==> config.mk <==
export PLATFORM = sky130hd
export DESIGN_NAME = pipeline_skid_register_flat
export DESIGN_NICKNAME = d
export VERILOG_FILES = /design/src/rtl/pipeline_skid_register_if.sv /design/src/rtl/pipeline_skid_register.sv /design/src/flat_wrapper.sv
export SDC_FILE = /design/constraint.sdc
export NUM_CORES = 1
export LEC_CHECK = 0
export BUFFER_PORTS_ARGS = -buffer_cell sky130_fd_sc_hd__buf_2
export CAP_MARGIN = 5
export CORE_MARGIN = 1
export CORE_UTILIZATION = 59
export DETAILED_ROUTE_END_ITERATION = 10
export GPL_ROUTABILITY_DRIVEN = 0
export PLACE_DENSITY = 0.88
export SYNTH_ARGS = -nofsm -noshare
export SYNTH_HDL_FRONTEND = slang
export SYNTH_SLANG_ARGS = --single-unit
==> constraint.sdc <==
create_clock -name clk -period 2.35 [get_ports clk]
set_input_delay 0.1175 -clock clk [delete_from_list [all_inputs] [get_ports clk]]
set_output_delay 0.1175 -clock clk [all_outputs]
set_load 0.005 [all_outputs]
==> src/rtl/pipeline_skid_register_if.sv <==
// pipeline_skid_register_if: upstream/downstream handshake bundle for one skid-buffered pipeline stage.
interface pipeline_skid_register_if #(
    parameter int DATA_W = 64
);
    logic              flush;
    logic              in_valid;
    logic              in_ready;
    logic [DATA_W-1:0] in_data;
    logic              out_valid;
    logic              out_ready;
    logic [DATA_W-1:0] out_data;
    logic [1:0]        occupancy;

    modport master (
        output flush, in_valid, in_data, out_ready,
        input  in_ready, out_valid, out_data, occupancy
    );

    modport slave (
        input  flush, in_valid, in_data, out_ready,
        output in_ready, out_valid, out_data, occupancy
    );
endinterface

==> src/rtl/pipeline_skid_register.sv <==
// pipeline_skid_register: two-entry skid stage with fully registered in_ready/out_valid and flush-to-bubble.
module pipeline_skid_register #(
    parameter int              DATA_W    = 64,
    parameter logic [DATA_W-1:0] NOP_VALUE = {DATA_W{1'b0}}
) (
    input logic                    clk,
    input logic                    rst,
    pipeline_skid_register_if.slave bus
);
    typedef enum logic [1:0] {EMPTY = 2'd0, BUSY = 2'd1, FULL = 2'd2} state_t;

    state_t            state_q, state_d;
    logic [DATA_W-1:0] main_q, main_d;
    logic [DATA_W-1:0] skid_q, skid_d;
    logic              in_ready_q, in_ready_d;
    logic              out_valid_q, out_valid_d;
    logic              in_xfer, out_xfer;

    assign in_xfer  = bus.in_valid & in_ready_q;
    assign out_xfer = out_valid_q & bus.out_ready;

    always_comb begin
        state_d = state_q;
        main_d  = main_q;
        skid_d  = skid_q;
        case (state_q)
            EMPTY: if (in_xfer) begin
                main_d  = bus.in_data;
                state_d = BUSY;
            end
            BUSY: if (in_xfer && out_xfer) begin
                main_d = bus.in_data;
            end else if (in_xfer) begin
                skid_d  = bus.in_data;
                state_d = FULL;
            end else if (out_xfer) begin
                main_d  = NOP_VALUE;
                state_d = EMPTY;
            end
            FULL: if (out_xfer) begin
                main_d  = skid_q;
                state_d = BUSY;
            end
            default: begin
                main_d  = NOP_VALUE;
                state_d = EMPTY;
            end
        endcase
        // flush overrides every transfer; any in-transfer this cycle is dropped
        if (bus.flush) begin
            state_d = EMPTY;
            main_d  = NOP_VALUE;
            skid_d  = NOP_VALUE;
        end
        in_ready_d  = state_d != FULL;
        out_valid_d = state_d != EMPTY;
    end

    always_ff @(posedge clk) begin
        if (rst) begin
            state_q     <= EMPTY;
            main_q      <= NOP_VALUE;
            skid_q      <= NOP_VALUE;
            in_ready_q  <= 1'b1;
            out_valid_q <= 1'b0;
        end else begin
            state_q     <= state_d;
            main_q      <= main_d;
            skid_q      <= skid_d;
            in_ready_q  <= in_ready_d;
            out_valid_q <= out_valid_d;
        end
    end

    assign bus.in_ready  = in_ready_q;
    assign bus.out_valid = out_valid_q;
    assign bus.out_data  = main_q;
    assign bus.occupancy = state_q;
endmodule
==> src/flat_wrapper.sv <==
// flat-port wrapper written by rule: the top's interface ports become plain ports
module pipeline_skid_register_flat 
#(
    parameter int              DATA_W    = 64,
    parameter logic [DATA_W-1:0] NOP_VALUE = {DATA_W{1'b0}}
)
  (clk, rst, bus_flush, bus_in_valid, bus_in_data, bus_out_ready, bus_in_ready, bus_out_valid, bus_out_data, bus_occupancy);
  pipeline_skid_register_if #(.DATA_W(DATA_W)) bus_i ();
  input logic clk;
  input logic rst;
  input wire logic [$bits(bus_i.flush)-1:0] bus_flush;
  input wire logic [$bits(bus_i.in_valid)-1:0] bus_in_valid;
  input wire logic [$bits(bus_i.in_data)-1:0] bus_in_data;
  input wire logic [$bits(bus_i.out_ready)-1:0] bus_out_ready;
  output wire logic [$bits(bus_i.in_ready)-1:0] bus_in_ready;
  output wire logic [$bits(bus_i.out_valid)-1:0] bus_out_valid;
  output wire logic [$bits(bus_i.out_data)-1:0] bus_out_data;
  output wire logic [$bits(bus_i.occupancy)-1:0] bus_occupancy;
  assign bus_i.flush = bus_flush;
  assign bus_i.in_valid = bus_in_valid;
  assign bus_i.in_data = bus_in_data;
  assign bus_i.out_ready = bus_out_ready;
  assign bus_in_ready = bus_i.in_ready;
  assign bus_out_valid = bus_i.out_valid;
  assign bus_out_data = bus_i.out_data;
  assign bus_occupancy = bus_i.occupancy;
  pipeline_skid_register #(.DATA_W(DATA_W), .NOP_VALUE(NOP_VALUE)) u_core (.clk(clk), .rst(rst), .bus(bus_i));
endmodule
==> metrics.csv, run 1 <==
metric;value;unit
outcome;completed;
via_per_inst;6.27;
critPathSlowestCell;buf_4;
crit_buf_inv;1;
cts_made_buffers;17;
dp.cells;959;
timing.fmax;495;MHz
post-route-util;80.8;%
peakVddDrop;596;uV
wl_per_cell;19.7;um
grtUsageTotal;37.4;%
synth_nets;808;
fin_crit;2.02;ns
slowest_delay;0.56;ns
hpwl;9.74;mm
syn_area_per_cell;8.39;sq um
worstSetupPathType;flip-flop to flip-flop;
cp.required;2.79;ns
clkTransAtPathRegs;0.06;ns
critical-path-top-delay-family;buffers and inverters;
first_global_vias;6610;
skew;0.00885;ns
num_antenna_cells;0;
synthTopCellsByArea;dfxtp_1 (43%), mux2i_1 (21%), nand2_1 (7.9%), o22ai_1 (6.5%), a21oi_1 (5.4%);
multiInputGateArea;0.00323;sq mm
dp_slack;0.531;ns
setup_viol;0;
synthMuxAreaShare;20.7;%
total_power;6120;uW
setup-tns-final;0;ns
area.growth.synth_to_final;33.4;%
ys_warn_count;0;
row_count;37;
numPortBuffers;136;
cts.sinks;132;
dr_wl_met3;1.91;mm
grt_max_degree;65;
path_cells;nand2b_1 -> nor2_4 -> buf_4 -> o21ai_0 -> a21oi_1;
htreeDepth;4;
die_x;104;um
routed-via-count;6627;
crit_path_end_kind;flip-flop;
yosys.area.top_type_share;42.6;%
cp-start-kind;flip-flop;
cap_violations;0;
clk_path_buf_depth;2;
fillers;579;
yosysSeqAreaShare;42.6;%
ys_types;29;
tritoncts;built;
synth_compound_area_share;17.9;%
highest_layer;met4;
synth_fa_ha_area_share;0;%
drt-pass1-iter-count;8;
yosys.area_share.simple;13.2;%
syn-cell-area;0.00620;sq mm
synth_top_family_by_area;multiplexers;
arrival;2.46;ns
ioPinCount;137;
drt_iter0_drc;640;
die_h;104;um
ctsResizeCount;0;
grt_pass1_wl;32.6;mm
antenna_left;0;
wl_met1;7.87;mm
synth_xor_area_share;0;%
synth-seq-cells;132;
max_slew_margin;52.9;%
postCtsSetupBuffers;0;
dieArea;0.0109;sq mm
hp-class;input port to flip-flop;
core-area;0.0102;sq mm
met2_length;10.1;mm
p_leak;0.00333;uW
crit_fanout;64;
routed_wl;20.8;mm
layout-drive-gt1-share;21.1;%
yosysTopAreaCell;dfxtp_1;
grt_overflow_total;0;
worst_pin_slew;0.706;ns
clockRootBuffer;clkbuf_8;
route.detailed.drc;0;
rsz0062_at_grt;false;
hold_buffers;66;
initial_core_util;60.6;%
nNetsFinal;977;
antenna_found_initial;0;
worstSkewPairLatency;0.52;ns
finalNonFillerCells;1057;
fin_crit_sh;85.9;%
power.density;740;mW/mm^2
fin_ws;0.332;ns
postSynthCellCount;739;
hold_viol_final;0;
maxSlewViolCount;0;
seq_area;0.00265;sq mm
## path summary, 6_finish.rpt
check | end | depth (start not counted) | slack, ns | start
max | u_core.bus.out_data[32] | 5 | 0.33 | u_core.bus.occupancy[1]
min | u_core.bus.occupancy[0] | 3 | 0.08 | bus_out_ready
max reg2reg | u_core.bus.out_data[32] | 5 | 0.33 | u_core.bus.occupancy[1]
min reg2reg | u_core.bus.out_data[57] | 2 | 0.47 | u_core.bus.out_data[57]
## per-layer routing
layer | track usage, % | vias up
li1 | - | 2925
met5 | 0 | -
met2 | 63.0 | 500
met3 | 7.64 | 115
met4 | 23.0 | 0
met1 | 43.6 | 3087
## registers in the layout, indices dropped and copies added, names as in the netlist
| name | flops |
|---|---|
| u_core.bus.out_valid | 1 |
| u_core.bus.in_ready | 1 |
| u_core.skid_q | 64 |
| u_core.bus.out_data | 64 |
| u_core.bus.occupancy | 2 |
## Yosys cell counts
| cell | number |
|---|---|
| o22ai_1 | 64 |
| clkbuf_1 | 45 |
| o21ai_1 | 23 |
| nand2b_1 | 2 |
| clkbuf_2 | 4 |
| nand3_1 | 1 |
| a211oi_4 | 1 |
| buf_4 | 5 |
| buf_6 | 6 |
| buf_2 | 8 |
| a21oi_1 | 67 |
| nand4bb_1 | 1 |
| o21ai_0 | 42 |
| inv_1 | 1 |
| a21o_1 | 1 |
| and2_1 | 1 |
| buf_1 | 2 |
| mux2i_1 | 128 |
| o211ai_2 | 1 |
| nor2_1 | 65 |
| dfxtp_1 | 132 |
| nor3_1 | 1 |
| nand2_1 | 131 |
| o21bai_1 | 1 |
| or2_2 | 1 |
| and3_1 | 1 |
| nand4b_1 | 2 |
| and3b_1 | 1 |
| nor2_2 | 1 |
## power by group
group / total (uW) / switching (uW) / leakage [uW] / internal, uW
combinational: 708 / 406 / 0.00193 / 302
clock: 3090 / 1030 / 0.000331 / 2060
sequential: 2320 / 29.5 / 0.00107 / 2290
total: 6120 / 1470 / 0.00333 / 4650
## cell usage in the layout, fill, tap and decap left out, types with 2 or more instances in the layout
cell type | netlist | final
a21oi_1 | 67 | 67
buf_12 | 0 | 4
buf_2 | 8 | 136
buf_4 | 5 | 14
bufinv_16 | 0 | 6
clkbuf_16 | 0 | 16
clkbuf_8 | 0 | 5
clkinv_4 | 0 | 3
clkinvlp_4 | 0 | 2
dfxtp_1 | 132 | 129
dfxtp_2 | 0 | 2
dlygate4sd3_1 | 0 | 66
mux2i_1 | 128 | 128
nand2_1 | 131 | 131
nand2b_1 | 2 | 2
nand4b_1 | 2 | 2
nor2_1 | 65 | 65
o21ai_0 | 42 | 42
o21ai_1 | 23 | 23
o22ai_1 | 64 | 64
## kinds of logic after synthesis
| group | after synthesis |
|---|---|
| AOI/OAI and AO/OA | 200 |
| buffers and inverters | 71 |
| DFF | 132 |
| muxes | 128 |
| and+or+nand+nor | 208 |
## metrics by stage
step | instance area, sq um | hold slack, ns
finish | 8270 | 0.0810
detailed placement | 6920 | 0.389
global placement | 6920 | 0.378
CTS | 8270 | 0.0304
global route | 8270 | 0.0921
floorplan | 6200 | 0.235
## layout make-up
| type | instances | area share [%] |
|---|---|---|
| Tap cell | 136 | 2.06 |
| Multi-Input combinational cell | 536 | 39.1 |
| Clock buffer | 21 | 5.67 |
| Sequential cell | 132 | 32.0 |
| Timing Repair Buffer | 220 | 18.5 |
| Inverter | 1 | 0.0454 |
| Clock inverter | 11 | 2.68 |
## worst min-delay path: cells and delay by family
family	cells	cell delay, ns
compound gates	1	0.10
buf+inv	1	0.13
simple gates	1	0.20
(Power assumes the default switching activity.)
==> inputs of run 2 (changes only) <==
--- a/config.mk
+++ b/config.mk
@@ -7,7 +7,7 @@
 export LEC_CHECK = 0
 export BUFFER_PORTS_ARGS = -buffer_cell sky130_fd_sc_hd__buf_2
 export CAP_MARGIN = 5
-export CORE_MARGIN = 1
+export CORE_MARGIN = 3
 export CORE_UTILIZATION = 59
 export DETAILED_ROUTE_END_ITERATION = 10
 export GPL_ROUTABILITY_DRIVEN = 0
==> metrics.csv, run 2 (synthesis results as in run 1) <==
metric;value;unit
antenna_left;0;
hpwl;10.6;mm
fin_crit_sh;92.4;%
first_global_vias;6548;
tritoncts;built;
rsz0062_at_grt;false;
hold_viol_final;0;
wl_met1;7.53;mm
timing.fmax;460;MHz
cts_made_buffers;17;
dp.cells;954;
hp-class;input port to flip-flop;
power.internal;4240;uW
initial_core_util;62.0;%
dr_wl_met3;1.72;mm
worstSetupPathType;flip-flop to flip-flop;
clk_path_buf_depth;2;
fin_ws;0.178;ns
routed-via-count;6590;
finalNonFillerCells;1053;
clkPwrFrac;47.3;%
clkTransAtPathRegs;0.06;ns
arrival;2.55;ns
clockRootBuffer;clkbuf_8;
numPortBuffers;136;
dpl_cell_area;0.00691;sq mm
outcome;completed;
postCtsSetupBuffers;0;
area.growth.synth_to_final;32.0;%
met2_length;9.90;mm
dp_slack;0.436;ns
combPwrFrac;12.2;%
grt_max_degree;62;
nNetsFinal;975;
multiInputGateArea;0.00323;sq mm
row_count;36;
cp.required;2.73;ns
wl_per_cell;19.1;um
routed_wl;20.1;mm
drt_iter0_drc;766;
crit_path_end_kind;flip-flop;
setup_viol;0;
grt_overflow_total;0;
worstSkewPairLatency;0.53;ns
setup-tns-final;0;ns
switching_share;25.9;%
ctsResizeCount;0;
peakVddDrop;507;uV
hold_buffers;66;
power.switching;1480;uW
final_common_cell;buf_2;
timing.hold.ws;0.0657;ns
die_x;108;um
pwr-share-seq;40.5;%
cp-start-kind;flip-flop;
drt-pass1-iter-count;7;
cts.sinks;132;
dieArea;0.0118;sq mm
antenna_found_initial;0;
final_cell_mix;buf_2 (136), nand2_1 (131), dfxtp_1 (129);
fin_crit;2.17;ns
seq_area;0.00265;sq mm
grt_pass1_wl;31.7;mm
route.detailed.drc;0;
reg2reg_slack;0.18;ns
crit_fanout;30;
core-area;0.0100;sq mm
highest_layer;met4;
grtUsageTotal;33.9;%
cap_violations;0;
htreeDepth;4;
ioPinCount;137;
maxSlewViolCount;0;
final_cell_area;0.00818;sq mm
via_per_inst;6.26;
max_slew_margin;48.6;%
fillers;565;
p_leak;0.00328;uW
layout-drive-gt1-share;20.9;%
die_h;108;um
worst_pin_slew;0.771;ns
power.density;699;mW/mm^2
skew;0.0110;ns
==> run 2: changes by cell type in the layout (fill, tap and decap cells not counted), sizes merged <==
cell,previous run,this run
buf,154,152
clkbuf,21,18
inv,1,3
bufinv,6,3
diode,0,1
clkinv,3,5
clkinvlp,2,4
==> run 2: area by class of cell <==
cell class                      instances  area share, %
Inverter                                1         0.0459
Timing Repair Buffer                  218           18.6
Tap cell                              133           2.03
Clock buffer                           18           5.23
Sequential cell                       132           32.4
Clock inverter                         14           2.17
Multi-Input combinational cell        536           39.5
Antenna cell                            1         0.0306
==> run 2: metrics by stage <==
| step | power [uW] | util (%) |
|---|---|---|
| 5_1_grt | 5890 | 81.8 |
| 3_3_place_gp | 2900 | 69.1 |
| 3_5_place_dp | 2930 | 69.1 |
| 6_report | 5720 | 81.8 |
| 4_1_cts | 5680 | 81.8 |
| 2_1_floorplan | 2710 | - |
==> run 2: layer usage <==
layer	global-route usage [%]	up-vias
met5	0	-
met4	18.7	0
met3	9.31	127
met2	57.8	429
met1	38.3	3114
li1	-	2920
==> run 2: path summary, 6_finish.rpt <==
path / depth (start not counted) / from / end
setup reg to reg: 5 / u_core.bus.in_ready / u_core.skid_q[39]
hold / removal: 3 / bus_out_ready / u_core.bus.occupancy[0]
setup / recovery: 5 / u_core.bus.in_ready / u_core.skid_q[39]
hold reg to reg: 2 / u_core.bus.out_data[23] / u_core.bus.out_data[23]
==> run 2: power by group through the flow <==
| stage | Combinational (uW) | Clock (uW) | Sequential, uW |
|---|---|---|---|
| final | 697 | 2710 | 2320 |
| after global routing | 748 | 2820 | 2320 |
| after CTS | 664 | 2700 | 2310 |
| after detailed placement | 566 | 0 | 2360 |
| after global placement | 541 | 0 | 2360 |
| after floorplan | 353 | 0 | 2360 |
==> run 2: worst max-delay path, stage by stage, from the launching register on <==
cell,delay (ns)
dfxtp_2,0.62
nand2_1,0.23
nor3_2,0.40
buf_12,0.29
mux2i_1,0.38
nor2_1,0.08
==> inputs of run 3 (changes only) <==
--- a/config.mk
+++ b/config.mk
@@ -5,13 +5,13 @@
 export SDC_FILE = /design/constraint.sdc
 export NUM_CORES = 1
 export LEC_CHECK = 0
-export BUFFER_PORTS_ARGS = -buffer_cell sky130_fd_sc_hd__buf_2
 export CAP_MARGIN = 5
 export CORE_MARGIN = 3
-export CORE_UTILIZATION = 59
+export CORE_UTILIZATION = 60
 export DETAILED_ROUTE_END_ITERATION = 10
+export DONT_BUFFER_PORTS = 1
 export GPL_ROUTABILITY_DRIVEN = 0
-export PLACE_DENSITY = 0.88
+export PLACE_DENSITY = 0.78
 export SYNTH_ARGS = -nofsm -noshare
 export SYNTH_HDL_FRONTEND = slang
 export SYNTH_SLANG_ARGS = --single-unit
==> metrics.csv, run 3 (synthesis results as in run 1) <==
metric;value;unit
dieArea;0.0116;sq mm
ioPinCount;137;
worstSetupPathType;flip-flop to flip-flop;
dpl_cell_area;0.00621;sq mm
die_h;108;um
hp-class;input port to flip-flop;
initial_core_util;62.6;%
slowest_delay;0.41;ns
peakVddDrop;454;uV
route.detailed.drc;0;
layout-drive-gt1-share;6.99;%
post-route-util;76.2;%
setup_viol;0;
p_leak;0.00266;uW
fin_crit_sh;91.3;%
clkTransAtPathRegs;0.06;ns
row_count;36;
rsz0062_at_grt;false;
grt_pass1_wl;26.8;mm
power.density;737;mW/mm^2
arrival;2.55;ns
crit_path_end_kind;flip-flop;
antenna_left;0;
final_cell_mix;nand2_1 (131), dfxtp_1 (129), mux2i_1 (128);
hpwl;9.70;mm
worst_pin_slew;1.11;ns
outcome;completed;
nNetsFinal;843;
area.growth.synth_to_final;21.9;%
skew;0.00757;ns
crit_fanout;67;
drt-pass1-iter-count;6;
clk_path_buf_depth;2;
routed_wl;17.0;mm
numPortBuffers;0;
via_per_inst;6.12;
path_cells;buf_6 -> nand2_1 -> nor3_2 -> buf_12 -> mux2i_1 -> nor2_1;
core-area;0.00991;sq mm
wl_per_cell;18.4;um
clockRootBuffer;clkbuf_8;
tritoncts;built;
final_cell_area;0.00755;sq mm
max_slew_margin;25.9;%
timing.fmax;466;MHz
hold_viol_final;0;
maxSlewViolCount;0;
grt_overflow_total;0;
cts.sinks;132;
cap_violations;0;
final_common_cell;nand2_1;
cp-start-kind;flip-flop;
antenna_found_initial;1;
fin_crit;2.15;ns
drt_iter0_drc;482;
critPathSlowestCell;buf_6;
cp.required;2.75;ns
grtUsageTotal;28.7;%
fillers;680;
die_x;108;um
cts_made_buffers;17;
worstSkewPairLatency;0.52;ns
routed-via-count;5636;
first_global_vias;5419;
htreeDepth;4;
grt_max_degree;68;
-- run 3: cell types whose count changed in the layout (fill, tap and decap cells not counted), moves of 2 or more --
cell / previous run / this run
clkbuf_1: 0 / 2
clkinv_4: 4 / 2
buf_2: 136 / 0
buf_6: 0 / 2
dlygate4sd3_1: 66 / 69
buf_4: 11 / 9
-- run 3: layer usage --
| layer | up-vias | wire length, um | track usage, % | part of all wire, % |
|---|---|---|---|---|
| met2 | 234 | 8410 | 48.4 | 50 |
| met3 | 34 | 1330 | 7.62 | 7.8 |
| met4 | 0 | 352 | 10.6 | 2.1 |
| met1 | 2712 | 6870 | 35.2 | 41 |
| met5 | - | 0 | 0 | 0 |
| li1 | 2656 | - | - | - |
-- run 3: area by class of cell --
type                    count  area [sq um]  area share (%)
repair buffers             85           888            11.8
clock buffers              21           449            5.95
multi-input cells         537          3240            43.0
inverters                   1          3.75          0.0497
well taps                 133           166            2.20
clock inverters            11           150            1.99
diodes                      1          2.50          0.0331
flip-flops and latches    132          2650            35.1
-- run 3: what timing repair did --
action                                 CTS  global route
gates cloned                             0             1
resized for setup                        1             1
setup endpoints to repair                1            11
hold buffers                            69             0
endpoints found under the hold margin  132             0
setup buffers                            0             0
pin swaps                                0             1
-- run 3: where the power goes --
group	internal, uW	switching, uW	total, uW
registers	2290	37.2	2320
logic	243	338	581
clock network	1680	981	2660
total	4210	1360	5560
-- run 3: worst max-delay path: cells and delay by family, from the launching register on --
kind	cells	cell delay [ns]
simple gates	3	0.72
mux	1	0.24
buf+inv	2	0.72
flops	1	0.33
-- run 3: through the flow --
step / hold slack [ns] / setup TNS (ns) / worst slack, ns / std cells / total power [uW]
2_1_floorplan: 0.235 / 0 / 0.828 / 739 / 2710
3_3_place_gp: 0.262 / 0 / 0.123 / 817 / 2790
3_5_place_dp: 0.274 / -0.00755 / -0.00755 / 817 / 2810
4_1_cts: 0.0134 / 0 / 0.0867 / 918 / 5560
5_1_grt: 0.0376 / 0 / 0.00673 / 921 / 5740
6_report: 0.0403 / 0 / 0.204 / 921 / 5560
-- run 3: worst paths after layout --
check / start / end / slack (ns) / depth (start not counted)
worst max-delay path: u_core.bus.in_ready / u_core.skid_q[39] / 0.20 / 6
worst min-delay path: bus_in_data[13] / u_core.bus.out_data[13] / 0.04 / 4
worst max register to register: u_core.bus.in_ready / u_core.skid_q[39] / 0.20 / 6
worst min register to register: u_core.skid_q[4] / u_core.skid_q[4] / 0.49 / 2
